File: config.mk
export PLATFORM = sky130hd
export DESIGN_NAME = ins_fetch_queue
export DESIGN_NICKNAME = d
export VERILOG_FILES = /design/src/rtl/ins_fetch_queue.sv
export SDC_FILE = /design/constraint.sdc
export NUM_CORES = 1
export LEC_CHECK = 0
export ABC_CLOCK_PERIOD_IN_PS = 3500
export BUFFER_PORTS_ARGS = -buffer_cell sky130_fd_sc_hd__buf_2
export CORE_ASPECT_RATIO = 0.8
export CORE_MARGIN = 2
export CORE_UTILIZATION = 62
export DETAILED_ROUTE_END_ITERATION = 16
export PLACE_DENSITY_LB_ADDON = 0.2
export RECOVER_POWER = 50
export SKIP_LAST_GASP = 1
export SLEW_MARGIN = 15
export SYNTH_ARGS = -nofsm -noshare
export SYNTH_HDL_FRONTEND = slang
export SYNTH_SLANG_ARGS = --single-unit
File: constraint.sdc
create_clock -name clk_in -period 3.5 [get_ports clk_in]
set_clock_uncertainty 0.05 [all_clocks]
set_input_delay 1.05 -clock clk_in [delete_from_list [all_inputs] [get_ports clk_in]]
set_output_delay 1.05 -clock clk_in [all_outputs]
set_load 0.1 [all_outputs]
File: src/rtl/ins_fetch_queue.sv
// Instruction fetch queue: single-outstanding I-cache fetch, small FIFO to decoder, redirect flush.
// Optional macro FETCH_JAL_PREDICT_EN: predict JAL targets instead of pc+4.
module ins_fetch_queue #(
  parameter int          QUEUE_DEPTH = 4,
  parameter int          QADDR_W     = 2,
  parameter logic [31:0] RESET_PC    = 32'h0
) (
  input  logic        clk_in,
  input  logic        rst_in,
  input  logic        rdy_in,
  output logic        ic_req_valid,
  output logic [31:0] ic_req_addr,
  input  logic        ic_resp_valid,
  input  logic [31:0] ic_resp_ins,
  input  logic        redirect_valid,
  input  logic [31:0] redirect_pc,
  output logic        dec_valid,
  output logic [31:0] dec_ins,
  output logic [31:0] dec_pc,
  output logic [31:0] dec_pred_pc,
  input  logic        dec_ready
);

  typedef struct packed {
    logic [31:0] ins;
    logic [31:0] pc;
    logic [31:0] pred_pc;
  } fq_entry_t;

  typedef enum logic [1:0] {ST_IDLE, ST_WAIT, ST_DISCARD} state_t;

  localparam logic [QADDR_W:0] FULL = (QADDR_W+1)'(QUEUE_DEPTH);

  state_t               state, state_nxt;
  fq_entry_t            q [QUEUE_DEPTH];
  logic [QADDR_W-1:0]   head, tail;
  logic [QADDR_W:0]     count;
  logic [31:0]          pc, pred_pc, stale_addr;
  logic                 push, pop;

`ifdef FETCH_JAL_PREDICT_EN
  logic        is_jal;
  logic [31:0] jal_imm;
  assign is_jal  = (ic_resp_ins[6:0] == 7'b1101111);
  assign jal_imm = {{11{ic_resp_ins[31]}}, ic_resp_ins[31], ic_resp_ins[19:12],
                    ic_resp_ins[20], ic_resp_ins[30:21], 1'b0};
  assign pred_pc = is_jal ? pc + jal_imm : pc + 32'd4;
`else
  assign pred_pc = pc + 32'd4;
`endif

  // Redirect wins over everything, so it masks both queue operations.
  assign push = (state == ST_WAIT) && ic_resp_valid && !redirect_valid;
  assign pop  = dec_valid && dec_ready && !redirect_valid;

  assign dec_valid    = (count != '0);
  assign dec_ins      = q[head].ins;
  assign dec_pc       = q[head].pc;
  assign dec_pred_pc  = q[head].pred_pc;
  assign ic_req_valid = (state != ST_IDLE);
  // While draining a flushed request the cache still sees the old address.
  assign ic_req_addr  = (state == ST_DISCARD) ? stale_addr : pc;

  always_comb begin
    state_nxt = state;
    case (state)
      ST_IDLE:    if (!redirect_valid && count < FULL) state_nxt = ST_WAIT;
      ST_WAIT: begin
        if (redirect_valid)     state_nxt = ic_resp_valid ? ST_IDLE : ST_DISCARD;
        else if (ic_resp_valid) state_nxt = ST_IDLE;
      end
      ST_DISCARD: if (!redirect_valid && ic_resp_valid) state_nxt = ST_IDLE;
      default:    state_nxt = ST_IDLE;
    endcase
  end

  always_ff @(posedge clk_in or negedge rst_in) begin
    if (!rst_in)     state <= ST_IDLE;
    else if (rdy_in) state <= state_nxt;
  end

  always_ff @(posedge clk_in or negedge rst_in) begin
    if (!rst_in) begin
      pc         <= RESET_PC;
      stale_addr <= RESET_PC;
      head       <= '0;
      tail       <= '0;
      count      <= '0;
      for (int i = 0; i < QUEUE_DEPTH; i++) q[i] <= '0;
    end else if (rdy_in) begin
      if (state == ST_WAIT && redirect_valid && !ic_resp_valid) stale_addr <= pc;
      if (redirect_valid) begin
        pc    <= redirect_pc;
        head  <= '0;
        tail  <= '0;
        count <= '0;
      end else begin
        if (push) begin
          q[tail] <= '{ins: ic_resp_ins, pc: pc, pred_pc: pred_pc};
          tail    <= tail + 1'b1;
          pc      <= pred_pc;
        end
        if (pop) head <= head + 1'b1;
        case ({push, pop})
          2'b10:   count <= count + 1'b1;
          2'b01:   count <= count - 1'b1;
          default: count <= count;
        endcase
      end
    end
  end

endmodule

## Word-level counts from Yosys, hierarchy flattened

Index checks and enable logic that the tools add are counted.

- Bits in registers: 457
- Output and inout port bits: 130
- Logic and storage cells: 81

- Add/subtract/negate cells: 5
- Magnitude comparators: 4
- Equal/unequal tests: 7
- Muxes and demuxes: 21
- Bitwise operators: 3
- Reduce and logical (&&, ||, !) cells: 23

Operators by type and width:

| operator | number |
|---|---|
| $bwmux 384 | 1 |
| $mux 96 | 3 |
| $bmux 96 s2 | 1 |
| $demux 96 s2 | 1 |
| $mux 32 | 3 |
| $add 32x3->32 const B | 1 |
| $mux 2 | 9 |
| $logic_and 1x1->1 | 9 |
| $reduce_and 2->1 | 4 |
| $ge 3x3->1 const B | 2 |
| $not 2->3 | 2 |
| $pmux 2 s3 | 1 |
| $pmux 3 s2 | 1 |
| $reduce_bool 2->1 | 3 |
| $reduce_bool 3->1 | 2 |
| $add 2x1->2 const B | 2 |
| $eq 2x1->1 const B | 2 |
| $eq 2x2->1 const B | 2 |
| $reduce_and 4->1 | 1 |
| $add 3x1->3 const B | 1 |
| $lt 3x1->1 const B | 1 |
| $lt 3x3->1 const B | 1 |
| $mux 3 | 1 |
| $ne 3x3->1 const B | 1 |
| other kinds (7) | 8 |

## Logic depth before layout (Yosys ltp)

- Depth in word-level cells: 6
- Mapped depth: 8
- Depth with buffers taken out: 8

## Worst setup path before layout

OpenSTA, ideal clock, no wires.

- Path type: register -> output
- From: register state[1]
- To: output ic_req_addr[17]
- Arrival time: 3.085 ns
- Setup slack: -0.685 ns
- Stages on the path, launching flop included: 5
- Path buffers: 2
- Cells stage by stage: dfrtp_1 -> nor2b_1 -> clkbuf_1 -> buf_1 -> o21ai_0

- Word-level cells in the longest chain between the ends: 2

Ends and longest elaborated chain:

| element | RTL line | source |
|---|---|---|
| start, declared | 34 | `state_t state, state_nxt;` |
| start signal, assigned | 79 | `else if (rdy_in) state <= state_nxt;` |
| $eq 2x2->1 | 62 | `assign ic_req_addr = (state == ST_DISCARD) ? stale_addr : pc;` |
| $mux 32 | 62 |  |
| end, declared | 12 | `output logic [31:0] ic_req_addr,` |

Every way passes these cells.

## Final worst setup path

- From: register head[1]
- To: output dec_pred_pc[17]

- Word-level cells in the longest chain between the ends: 4

Ends and longest elaborated chain:

| element | RTL line | source |
|---|---|---|
| start, declared | 36 | `logic [QADDR_W-1:0] head, tail;` |
| start signal, assigned | 103 | `if (pop) head <= head + 1'b1;` |
| $not 2->3 (not written as such) | 59 | `assign dec_pred_pc = q[head].pred_pc;` |
| $bmux 96 s2 | 59 |  |
| $mux 96 (not written as such) (2 in a row) | 59 |  |
| end, declared | 20 | `output logic [31:0] dec_pred_pc,` |

Every way passes these cells. The select of a mux whose other input is x is not followed.

==> impl_metrics.py <==
metrics = {
    "clocking": {
        "cts_buffers": 44,
        "cts.hold.buffers_added": 0,
        "cts_setup_buffers": 0,
        "cts_max_level": 2,
        "path_clk_slew_ps": 60,
        "ctsResizeCount": 0,
        "cts-root-buf": "clkbuf_16",
        "cts_sinks": 449,
        "clockBufferDepth": 3,
        "cts_tree": "yes",
        "clkLatencyLatePin_ps": 560,
    },
    "worst_setup_path": {
        "reg2reg_depth": 6,
        "crit_type": "reg2out",
        "crit_path_end_kind": "output pin",
        "cp_data_required_time_ps": 2400,
        "cp.arrival_ps": 2320,
        "critPathLaunchType": "flop",
        "crit_fanout": 28,
    },
    "synthesis": {
        "yosys.cell_types.count": 60,
        "synth-compound-area-share_pct": 6.48,
        "avgSynthCellArea_um2": 13.4,
        "ys_top_cells_by_count": "449 x dfrtp_1, 313 x mux2_2, 157 x nand2_1",
        "synthMuxAreaShare_pct": 27.7,
        "synthAdderAreaFrac_pct": 0.405,
        "synth_top_area_cell": "dfrtp_1",
        "ys_seq_area_share_pct": 55.1,
        "synth_top_area_share_pct": 55.1,
        "ys_ff_latch": 449,
        "synth_xor_area_share_pct": 1.25,
        "synth_top_family_by_area": "multiplexers",
        "ys_warn_count": 0,
        "ys_top_cells_by_area": "dfrtp_1 55%, mux2_2 17%, mux4_2 10%",
        "netlist_area_um2": 20400,
        "yosys.area_share.simple_pct": 6.18,
        "async_flop_share_pct": 100,
        "ys.flop_type": "dfrtp_1",
        "synth_fp_nets": 1600,
        "synth_most_common_cell": "dfrtp_1",
        "synth_edf_count": 0,
        "post_synth_inst_count": 1524,
    },
    "die": {
        "ios": 200,
        "die_h_um": 166,
        "core_um2": 32500,
        "initial_utilization_pct": 62.8,
        "die_w_um": 207,
        "dieArea_um2": 34400,
        "num_rows": 59,
    },
    "timing": {
        "worst_slew_pin_slew_ps": 1820,
        "slew_viol_final": 39,
        "max_clock_freq_ghz": 0.293,
        "fin_crit_ps": 3420,
        "fin_tns_setup_ps": 0,
        "setup_viol": 0,
        "hold_viol_final": 0,
        "fin_crit_sh_pct": 97.7,
        "grt_setup_unrepaired": "no",
        "slew_headroom_pct": -21.1,
    },
    "cells_and_area": {
        "drive_above_1_share_pct": 43.3,
        "final-seq-area_um2": 11200,
        "final_nets": 1769,
        "fill_cells": 2208,
        "multi_input_area_um2": 8600,
        "final_core_util_pct": 71.9,
        "area_growth_pct": 14.6,
    },
    "grt": {
        "grt_remaining_overflow": 0,
        "grt_use_total_pct": 29.2,
        "antenna_found_initial": 7,
        "grt_pass1_vias": 13767,
        "grt_pass1_wl_um": 77200,
        "grt_max_degree": 104,
    },
    "worst_hold_path": {
        "min_path_type": "reg2reg",
        "min_path_cells": 2,
    },
    "routing": {
        "ant_nets": 0,
        "wl_per_cell_um": 22.6,
        "drt-initial-drc-count": 1184,
        "finalWirelength_um": 48700,
        "drc_errors": 0,
        "vias_per_cell": 6.25,
        "via_count": 13467,
        "first_pass_iters": 7,
    },
    "flow_run": {
        "maxCapViolations": 1,
    },
    "place": {
        "port_buffers": 199,
        "gp_congestion": 0.909,
        "place_hpwl_um": 32200,
    },
    "run_status": {
        "violations": "capacitance limit, slew limit",
        "status": "finished with violations",
    },
}
==> layout by cell type, fill, tap and decap left out, types with 4 or more instances in the layout <==
cell type,n
nor2_1,31
a311oi_1,8
clkbuf_8,13
xor2_1,12
nand3_1,14
or3_1,4
buf_4,27
buf_12,12
o2bb2ai_1,5
nand4_1,9
clkinv_2,7
o21ai_1,8
mux2_2,313
o21ai_0,133
o22ai_1,24
clkbuf_16,45
a211oi_1,7
clkbuf_4,6
buf_2,197
nor3_1,15
dfrtp_1,447
mux4_2,94
clkbuf_1,12
xnor2_1,17
ha_1,5
a21oi_1,23
inv_1,8
diode_2,4
and3_1,6
nand2_1,154
==> area by class of cell <==
cell class / instances / area share, %
clock buffer: 64 / 5.68
timing repair buffer: 251 / 6.47
multi-input combinational: 938 / 36.8
antenna: 4 / 0.0429
inverter: 9 / 0.145
clock inverter: 12 / 0.418
tap: 427 / 2.29
sequential: 449 / 48.1
==> metal layers <==
layer  up-vias  GRT usage, %  wire length [µm]
li1       5901             -                 -
met4         6          8.51              1320
met3        93          5.81              3410
met5         -             0                43
met2       485          45.2             23000
met1      6982          42.5             20900
==> through the flow <==
step / setup WS, ps / hold WS (ps) / instance area [µm²] / instances
after detailed placement: 533 / 415 / 22100 / 2074
after CTS: 57.2 / 274 / 23500 / 2150
after floorplan: -685 / 395 / 20400 / 1524
after global routing: 12.3 / 451 / 23400 / 2152
final: 81.5 / 424 / 23400 / 2154
after global placement: 579 / 406 / 22100 / 2074
==> worst max-delay path: stages, from the launching register on <==
cell     delay, ps
dfrtp_4        770
buf_4          320
mux4_2         210
buf_2          440
==> state kept, by name, summed over array words and instances (netlist names) <==
| name | cells |
|---|---|
| count | 3 |
| state | 2 |
| tail | 2 |
| head | 2 |
| pc | 32 |
| q | 376 |
| stale_addr | 32 |
==> final timing paths <==
kind / start / end / slack (ps)
setup reg to reg: state[1]$_DFFE_PN0P_ / q[159]$_DFFE_PN0P_ / 440
hold / removal: q[102]$_DFFE_PN0P_ / q[102]$_DFFE_PN0P_ / 420
setup / recovery: head[1]$_DFFE_PN0P_ / dec_pred_pc[17] / 80
min in group asynchronous: rst_in / q[305]$_DFFE_PN0P_ / 650
hold reg to reg: q[102]$_DFFE_PN0P_ / q[102]$_DFFE_PN0P_ / 420
max in group asynchronous: rst_in / q[64]$_DFFE_PN0P_ / 660
==> kinds of logic (layout without fill, tap and decap cells) <==
| kind of cell | after synthesis | count (layout) |
|---|---|---|
| DFF | 449 | 449 |
| muxes | 408 | 408 |
| and+or+nand+nor | 265 | 265 |
| AOI/OAI and AO/OA | 230 | 230 |
| buffers and inverters | 137 | 336 |
| xor gates and xnor gates | 29 | 29 |
| adders and majority gates | 6 | 6 |
| other | 0 | 4 |
Power is left out: the tool's default activity adds up to more than one toggle a clock period on the data nets, which glitch-free logic cannot reach.
